[src/rtl/led_matrix_driver.sv]
// Column-multiplexed driver for the 3x3 mole LED matrix, with a hit-clearable mole mask.
// Optional hit flash overlay is enabled by defining WAM_HIT_FLASH_EN.
module led_matrix_driver #(
    parameter logic [15:0] SCAN_DIV     = 16'd8191
`ifdef WAM_HIT_FLASH_EN
    ,
    parameter logic [3:0]  FLASH_FRAMES = 4'd8
`endif
) (
    input  logic       clk,
    input  logic       reset,
    input  logic       wr_en,
    input  logic [3:0] wr_cell,
    input  logic       wr_val,
    input  logic       clear_all,
    input  logic       hit_valid,
    input  logic [3:0] hit_key,
    output logic [2:0] col_n,
    output logic [2:0] row_out,
    output logic [8:0] mask,
    output logic       frame_tick,
    output logic       wr_err
);

    logic [15:0] pre;
    logic [1:0]  col;
    logic        tick;
    logic        hit_ok;
    logic        wr_ok;
    logic [8:0]  mask_next;
    logic [8:0]  display;
    logic [2:0]  rows;

    assign tick   = (pre == SCAN_DIV);
    assign hit_ok = hit_valid && (hit_key <= 4'd8);
    assign wr_ok  = wr_en && (wr_cell <= 4'd8);

    // Hit first, then write, then clear_all: later steps override earlier ones.
    always_comb begin
        mask_next = mask;
        if (hit_ok)
            mask_next[hit_key] = 1'b0;
        if (wr_ok)
            mask_next[wr_cell] = wr_val;
        if (clear_all)
            mask_next = '0;
    end

`ifdef WAM_HIT_FLASH_EN
    logic [3:0] flash_cell;
    logic [3:0] flash_cnt;

    always_comb begin
        display = mask;
        if (flash_cnt != 4'd0)
            display[flash_cell] = ~flash_cnt[0];
    end

    always_ff @(posedge clk or negedge reset) begin
        if (!reset) begin
            flash_cell <= '0;
            flash_cnt  <= '0;
        end else if (clear_all) begin
            flash_cnt <= '0;
        end else if (hit_ok && mask[hit_key]) begin
            flash_cell <= hit_key;
            flash_cnt  <= FLASH_FRAMES;
        end else if (frame_tick && (flash_cnt != 4'd0)) begin
            flash_cnt <= flash_cnt - 4'd1;
        end
    end
`else
    assign display = mask;
`endif

    genvar gi;
    generate
        for (gi = 0; gi < 3; gi++) begin : g_row
            localparam logic [3:0] BASE = 4'(3 * gi);
            assign rows[gi] = display[BASE + {2'b00, col}];
        end
    endgenerate

    always_ff @(posedge clk or negedge reset) begin
        if (!reset) begin
            pre        <= '0;
            col        <= '0;
            mask       <= '0;
            col_n      <= 3'b111;
            row_out    <= 3'b000;
            frame_tick <= 1'b0;
            wr_err     <= 1'b0;
        end else begin
            pre        <= tick ? 16'd0 : pre + 16'd1;
            frame_tick <= tick && (col == 2'd2);
            wr_err     <= wr_en && (wr_cell > 4'd8);
            mask       <= mask_next;
            if (tick)
                col <= (col == 2'd2) ? 2'd0 : col + 2'd1;
            // The cycle after a column tick is blanked so the old column never ghosts.
            if (tick) begin
                col_n   <= 3'b111;
                row_out <= 3'b000;
            end else begin
                col_n   <= ~(3'b001 << col);
                row_out <= rows;
            end
        end
    end

endmodule

[config.mk]
export PLATFORM = sky130hd
export DESIGN_NAME = led_matrix_driver
export DESIGN_NICKNAME = d
export VERILOG_FILES = /design/src/rtl/led_matrix_driver.sv
export SDC_FILE = /design/constraint.sdc
export NUM_CORES = 1
export LEC_CHECK = 0
export CORE_MARGIN = 2
export CORE_UTILIZATION = 25
export CTS_BUF_LIST = sky130_fd_sc_hd__clkbuf_4
export CTS_CLUSTER_SIZE = 30
export DETAILED_ROUTE_END_ITERATION = 7
export GPL_ROUTABILITY_DRIVEN = 0
export GPL_TIMING_DRIVEN = 0
export HOLD_SLACK_MARGIN = 0.08
export SETUP_SLACK_MARGIN = 0.05
export SYNTH_ARGS = -nofsm -noshare
export SYNTH_HDL_FRONTEND = slang
export SYNTH_SLANG_ARGS = --single-unit
[constraint.sdc]
create_clock -name clk -period 1.9 [get_ports clk]
set_input_delay 0.38 -clock clk [delete_from_list [all_inputs] [get_ports clk]]
set_output_delay 0.38 -clock clk [all_outputs]
set_load 0.005 [all_outputs]
# Word-level counts from Yosys, hierarchy flattened
# Cells that the tools add are included.
[op_classes]
add_sub_neg = 4
order_cmp = 10
n_eq_ne = 2
n_shift = 1
muxes = 18
bitwise = 3
reduce_logical = 6
[op_table]
columns = ["operator", "count"]
rows = [
  ["$mux 9", 3],
  ["$add 16x1->16 const B", 1],
  ["$eq 16x13->1 const B", 1],
  ["$mux 16", 1],
  ["$lt 4x5->1 const B", 3],
  ["$and 9x9->9", 1],
  ["$bwmux 9", 1],
  ["$not 9->9", 1],
  ["$bmux 1 s4", 2],
  ["$demux 1 s4", 2],
  ["$ge 4x1->1 const B", 2],
  ["$le 4x4->1 const B", 2],
  ["$logic_and 1x1->1", 6],
  ["$mux 3", 2],
  ["$lt 2x5->1 const B", 1],
  ["$lt 3x5->1 const B", 1],
  ["$mux 1", 5],
  ["$add 3x2->4 const A", 1],
  ["$gt 4x4->1 const B", 1],
  ["$add 2x2->3 const A", 1],
  ["$not 3->3", 1],
  ["$shl 1x2->3 const A", 1],
  ["$add 2x1->2 const B", 1],
  ["$bmux 1 s2", 1],
  ["other kinds (2)", 2],
]
[totals]
reg_bits = 35
in_bits = 14
out_inout_bits = 17
wordCells = 51

# Depth between registers and ports, before layout
[depth]
depth_word = 10
depth_mapped = 6
depth_no_buf = 5

# Worst setup path before layout
# OpenSTA, ideal clock, no wires.
[synth_path]
path_kind = "reg-to-reg"
start = "register pre[0]"
end = "register col[0]"
setup_ns = 0.125
t_arrival_ns = 1.441
required_ns = 1.775
setup_slack_ns = 0.333
path_stages_with_launch = 7
n_path_buf = 1
cell_sequence = "dfrtp_1 -> ha_1 -> nand3_1 -> nor2_2 -> and3_4 -> buf_6 -> mux2_4"
[synth_via]
elab_chain_cells = 1
[synth_rtl]
columns = ["item", "line_no", "rtl"]
rows = [
  ["start, declared", "25", "logic [15:0] pre;"],
  ["start signal, assigned", "94", "pre <= tick ? 16'd0 : pre + 16'd1;"],
  ["$eq 16x13->1", "34", "assign tick = (pre == SCAN_DIV);"],
  ["end signal, assigned", "99", "col <= (col == 2'd2) ? 2'd0 : col + 2'd1;"],
  ["end, declared", "26", "logic [1:0] col;"],
]
# Every way passes these cells.
# A chain may end at the register's enable or synchronous reset.

# Worst setup path in the final report
[layout_path]
start = "register col_n[1]"
end = "output col_n[1]"
[layout_rtl]
columns = ["item", "line_no", "rtl"]
rows = [
  ["start, declared", "18", "output logic [2:0] col_n,"],
  ["start signal, assigned", "105", "col_n <= ~(3'b001 << col);"],
]
# No word-level cell between the ends.

==> flow_summary.ini <==
[run_status]
outcome = finished clean

[cts]
cts_buffers = 5
htreeDepth = 2
cts.sinks = 35
clkLatencyLatePin_ns = 0.34
tritoncts = done
clockRootBuffer = clkbuf_4
clk_pin_slew_ns = 0.11
cts.path.max_buffers = 2

[floorplanning]
die_area_um2 = 7923
die_h_um = 89.01
rows = 30
start_util_pct = 26.16
core_area_um2 = 6907
die_x_um = 89.01
ioPinCount = 31

[yosys]
synth.yosys.warnings = 0
ys_async_sr_fraction_pct = 100.0
synth.avg_cell_area_um2 = 10.95
netlist_area_um2 = 1807
syn-num-nets = 185
synth_cells = 165
synth_flop_cell = dfrtp_1
ys_ff_latch = 35
synth_edf_count = 0
synth-seq-area-share_pct = 48.68
synth_cell_type_count = 40

[sta]
fmax_ghz = 0.5732
tns_ns = 0
period_needed_ns = 1.745
hold_violations = 0
finalMaxSlewViolations = 0
max_slew_margin_pct = 47.29
worst_pin_slew_ns = 0.7906
fin_skew_ns = 0.01469
final-setup-viol-count = 0
rsz0062_at_grt = no
fin_crit_sh_pct = 91.82

[finish]
diodes = 0
finalNetCount = 218
fin_cells = 295
fill_cells = 749
area_delta_synth_final_pct = 25.21
drive_above_1_share_pct = 14.57

[critical_path]
worst-path-max-fanout = 1
worstSetupStartpointType = flop
slowest_stage = dfstp_2
path_buf_inv = 1
crit_arrival_ns = 1.36
cp_cell_sequence = clkdlybuf4s50_1
cp.required_ns = 1.52
end_kind = output pin
path_class = flop to output pin
crit_path_max_incr_delay_ns = 0.53
critPathTopFamily = flip-flops

[route]
totalWireLength_mm = 3.902
via_count = 1358
ant_nets = 0
drt-initial-drc-count = 73
first_pass_iters = 4
viasPerCell = 4.603
wl_per_cell_um = 13.23
drc = 0

[placed_design]
dp_cells = 287
io_buffers = 26
hpwl_mm = 2.762

[flow_run]
maxCapViolations = 0

[hold_path]
hold_class = input port to async pin

[power]
p_per_area_nw_per_um2 = 605.5
irDropWorstVdd_uv = 174.7
leakage_nw = 0.8889

[global_routing]
grt_overflow = 0
grt_pass1_wl_mm = 6.396
grt_start_max_net_pins = 36
antenna_found_initial = 0
grt_use_total_pct = 10.88
grt_pass1_vias = 1282
==> registers in the layout, indices dropped and copies added, names as in the netlist <==
name / count
pre: 16
mask: 9
col_n: 3
row_out: 3
col: 2
frame_tick: 1
wr_err: 1
==> cell type report <==
type                    count  area (um2)  share of cell area, %
repair buffers             26       255.2                  11.28
plain buffers               6       31.28                  1.383
inverters                   4       15.01                 0.6637
clock inverters             3       38.79                  1.715
clock buffers               5       37.54                  1.659
well taps                  96       120.1                  5.310
flip-flops and latches     35       880.8                  38.94
multi-input cells         120       883.3                  39.05
==> cells by family after synthesis <==
logic type / synth area share [%]
and+or+nand+nor: 24.24
DFF: 48.68
buffers and inverters: 2.562
xor gates and xnor gates: 6.787
adders and majority gates: 4.155
muxes: 7.410
AOI/OAI and AO/OA: 6.164
==> power breakdown <==
part	switching, mW	internal, mW
Combinational	0.0537	0.0372
Sequential	0.00348	0.749
Clock	0.256	0.271
Total	0.313	1.06
==> cells in the final DEF, fill, tap and decap left out, types with 6 or more instances in the layout <==
cell | Yosys | routed
dfrtp_1 | 32 | 31
clkdlybuf4s50_1 | 0 | 25
nor2_1 | 17 | 17
nand3_1 | 15 | 15
xnor2_1 | 11 | 11
nand2_1 | 10 | 10
a21oi_1 | 7 | 7
o221ai_1 | 6 | 6
==> repair_timing <==
item                                   4_1_cts  5_1_grt
endpoints found under the hold margin        0        0
setup endpoints to repair                    0        1
setup buffers                                0        0
resized for setup                            0        2
hold buffers                                 0        0
==> final timing paths <==
| path | slack, ns | endpoint | depth (start not counted) | startpoint |
|---|---|---|---|---|
| min in group clk | 0.44 | mask[4] | 2 | clear_all |
| hold reg to reg | 0.48 | pre[15] | 1 | pre[15] |
| setup reg to reg | 0.20 | col[0] | 6 | pre[1] |
| setup / recovery | 0.16 | col_n[1] | 1 | col_n[1] |
| max in group asynchronous | 1.23 | pre[0] | 1 | reset |
| hold / removal | 0.11 | pre[9] | 1 | reset |
==> metal layers <==
layer | part of all wire [%] | vias up | wire length [um] | GRT usage (%)
li1 | - | 651 | - | -
met1 | 47 | 649 | 1844 | 15.14
met2 | 44 | 50 | 1723 | 15.81
met3 | 7.2 | 8 | 281 | 3.786
met4 | 1.4 | 0 | 53 | 3.664
met5 | 0 | - | 0 | 0
==> cell usage after synthesis, types with 2 or more instances <==
master,instances,share of area (%)
nor2_1,17,3.5
nor2b_1,2,0.69
nand4_1,3,1.0
dfstp_2,3,4.4
mux4_2,3,3.7
xor2_1,3,1.5
o221ai_1,6,2.9
clkbuf_1,3,0.62
xnor2_1,11,5.3
nand3_2,2,1.1
nand2b_1,4,1.4
nand2_1,10,2.1
dfrtp_1,32,44
a21oi_1,7,1.9
mux2i_1,4,2.2
or3b_1,2,0.97
inv_1,4,0.83
ha_1,6,4.2
nand3b_1,2,0.83
nor3_1,5,1.4
nand3_1,15,4.2
o31a_1,2,0.97
and2_1,2,0.69
==> through the flow <==
| step | power, mW | utilization, % | setup WS [ns] | cell area [um2] | hold slack, ns |
|---|---|---|---|---|---|
| 3_3_place_gp | 0.8580 | 31.67 | -0.3251 | 2187 | 0.4701 |
| 3_5_place_dp | 0.8577 | 31.59 | -0.06041 | 2182 | 0.4713 |
| 5_1_grt | 1.446 | 32.75 | 0.07954 | 2262 | 0.1587 |
| 2_1_floorplan | 0.7994 | - | 0.3334 | 1807 | 0.08441 |
| 6_report | 1.370 | 32.75 | 0.1554 | 2262 | 0.1078 |
| 4_1_cts | 1.388 | 32.70 | 0.1064 | 2258 | 0.1277 |
No activity file was read; power rests on OpenSTA's default activity.
==> RTL edit, RTL diff (config.mk and constraints unchanged) <==
Build with the macro `WAM_HIT_FLASH_EN` defined.
--- a/src/rtl/led_matrix_driver.sv
+++ b/src/rtl/led_matrix_driver.sv
@@ -1,5 +1,7 @@
 // Column-multiplexed driver for the 3x3 mole LED matrix, with a hit-clearable mole mask.
 // Optional hit flash overlay is enabled by defining WAM_HIT_FLASH_EN.
+`define WAM_HIT_FLASH_EN
+
 module led_matrix_driver #(
     parameter logic [15:0] SCAN_DIV     = 16'd8191
 `ifdef WAM_HIT_FLASH_EN
Function: changed (Yosys sat finds a counterexample within 4 cycles, from zero or initial values and one cycle with reset low).
==> RTL edit against the unedited design <==
- cell area grew 39%
- highest routed layer unchanged
- area after synthesis grew 37%
- setup slack lost 220 ps
- wire length up 49%
- non-clock buffer count grew 13
- the run now ends with negative setup slack left
- power grew 12%
- sequential cell count grew 8
- maximum frequency decreased by 11%
- critical endpoint is now row_out[1]$_DFF_PN0_
==> RTL edit: results <==
{
  "status": "complete, but fails checks",
  "failed_checks": "negative setup slack",
  "drive_gt1_share_pct": 18.7,
  "p_leak_nw": 1.25,
  "min_path_type": "in -> reg",
  "synth_xor_xnor_area_share_pct": 5.32,
  "wl_met1_microns": 2860,
  "wl_met2_microns": 2610,
  "met3_usage_pct": 2.28,
  "ys_types": 60,
  "cts_setup_buffers": 4,
  "wl_per_cell_microns": 13.6,
  "timing.hold.ws_ps": 323,
  "synth_compound_area_share_pct": 16.6,
  "power_density_mw_per_mm2": 487,
  "nFillCells": 1000,
  "seq_area_frac_synth_pct": 43.8,
  "synthAdderAreaFrac_pct": 4.06,
  "use_met1_pct": 17.1,
  "viasPerCell": 4.82,
  "intPower_mw": 1.14,
  "finalSetupTns_ps": -108,
  "post_cts_resize_count": 7,
  "pre_cts_slack_ps": -292,
  "syn-num-nets": 274,
  "placed_area_sq_mm": 0.00299,
  "grt_first_pass_wirelength_microns": 10100,
  "wl_met3_microns": 270,
  "critical_path.startpoint": "flash_cnt[0]$_DFFE_PN0P_",
  "fin_skew_ps": 12.6,
  "met2_usage_pct": 17.7,
  "synth_mux_area_share_pct": 4.46,
  "critPathMaxStageDelay_ps": 450,
  "grt_max_degree": 35,
  "p_clk_mw": 0.453,
  "r2r_cells": 8,
  "worst_pin_slew_ps": 502,
  "critPathCaptureType": "register",
  "cts_hold_buffers": 1,
  "setup_ws_ps": -62.6,
  "setup_viol": 2
}
RTL edit: worst register-to-register path, stage by stage (launching register included):
cell       delay [ps]
dfrtp_2           450
inv_4              70
ha_4              120
nor3b_4           270
buf_6             180
nor4_4             40
mux2_4            320
a2111oi_4         310
nor4_2            100
RTL edit: layout make-up:
type	count	area share (%)
sequential	43	34.5
clock inverter	2	0.398
inverter	8	1.04
clock buffer	6	1.43
tap	133	5.30
multi-input combinational	190	44.7
buffer	10	1.83
timing repair buffer	35	10.8
RTL edit: per-stage QoR:
| stage | util, % | cells |
|---|---|---|
| CTS | 32.0 | 427 |
| floorplan | - | 252 |
| detailed placement | 30.8 | 413 |
| finish | 32.4 | 427 |
| global placement | 30.7 | 412 |
| global route | 32.4 | 427 |
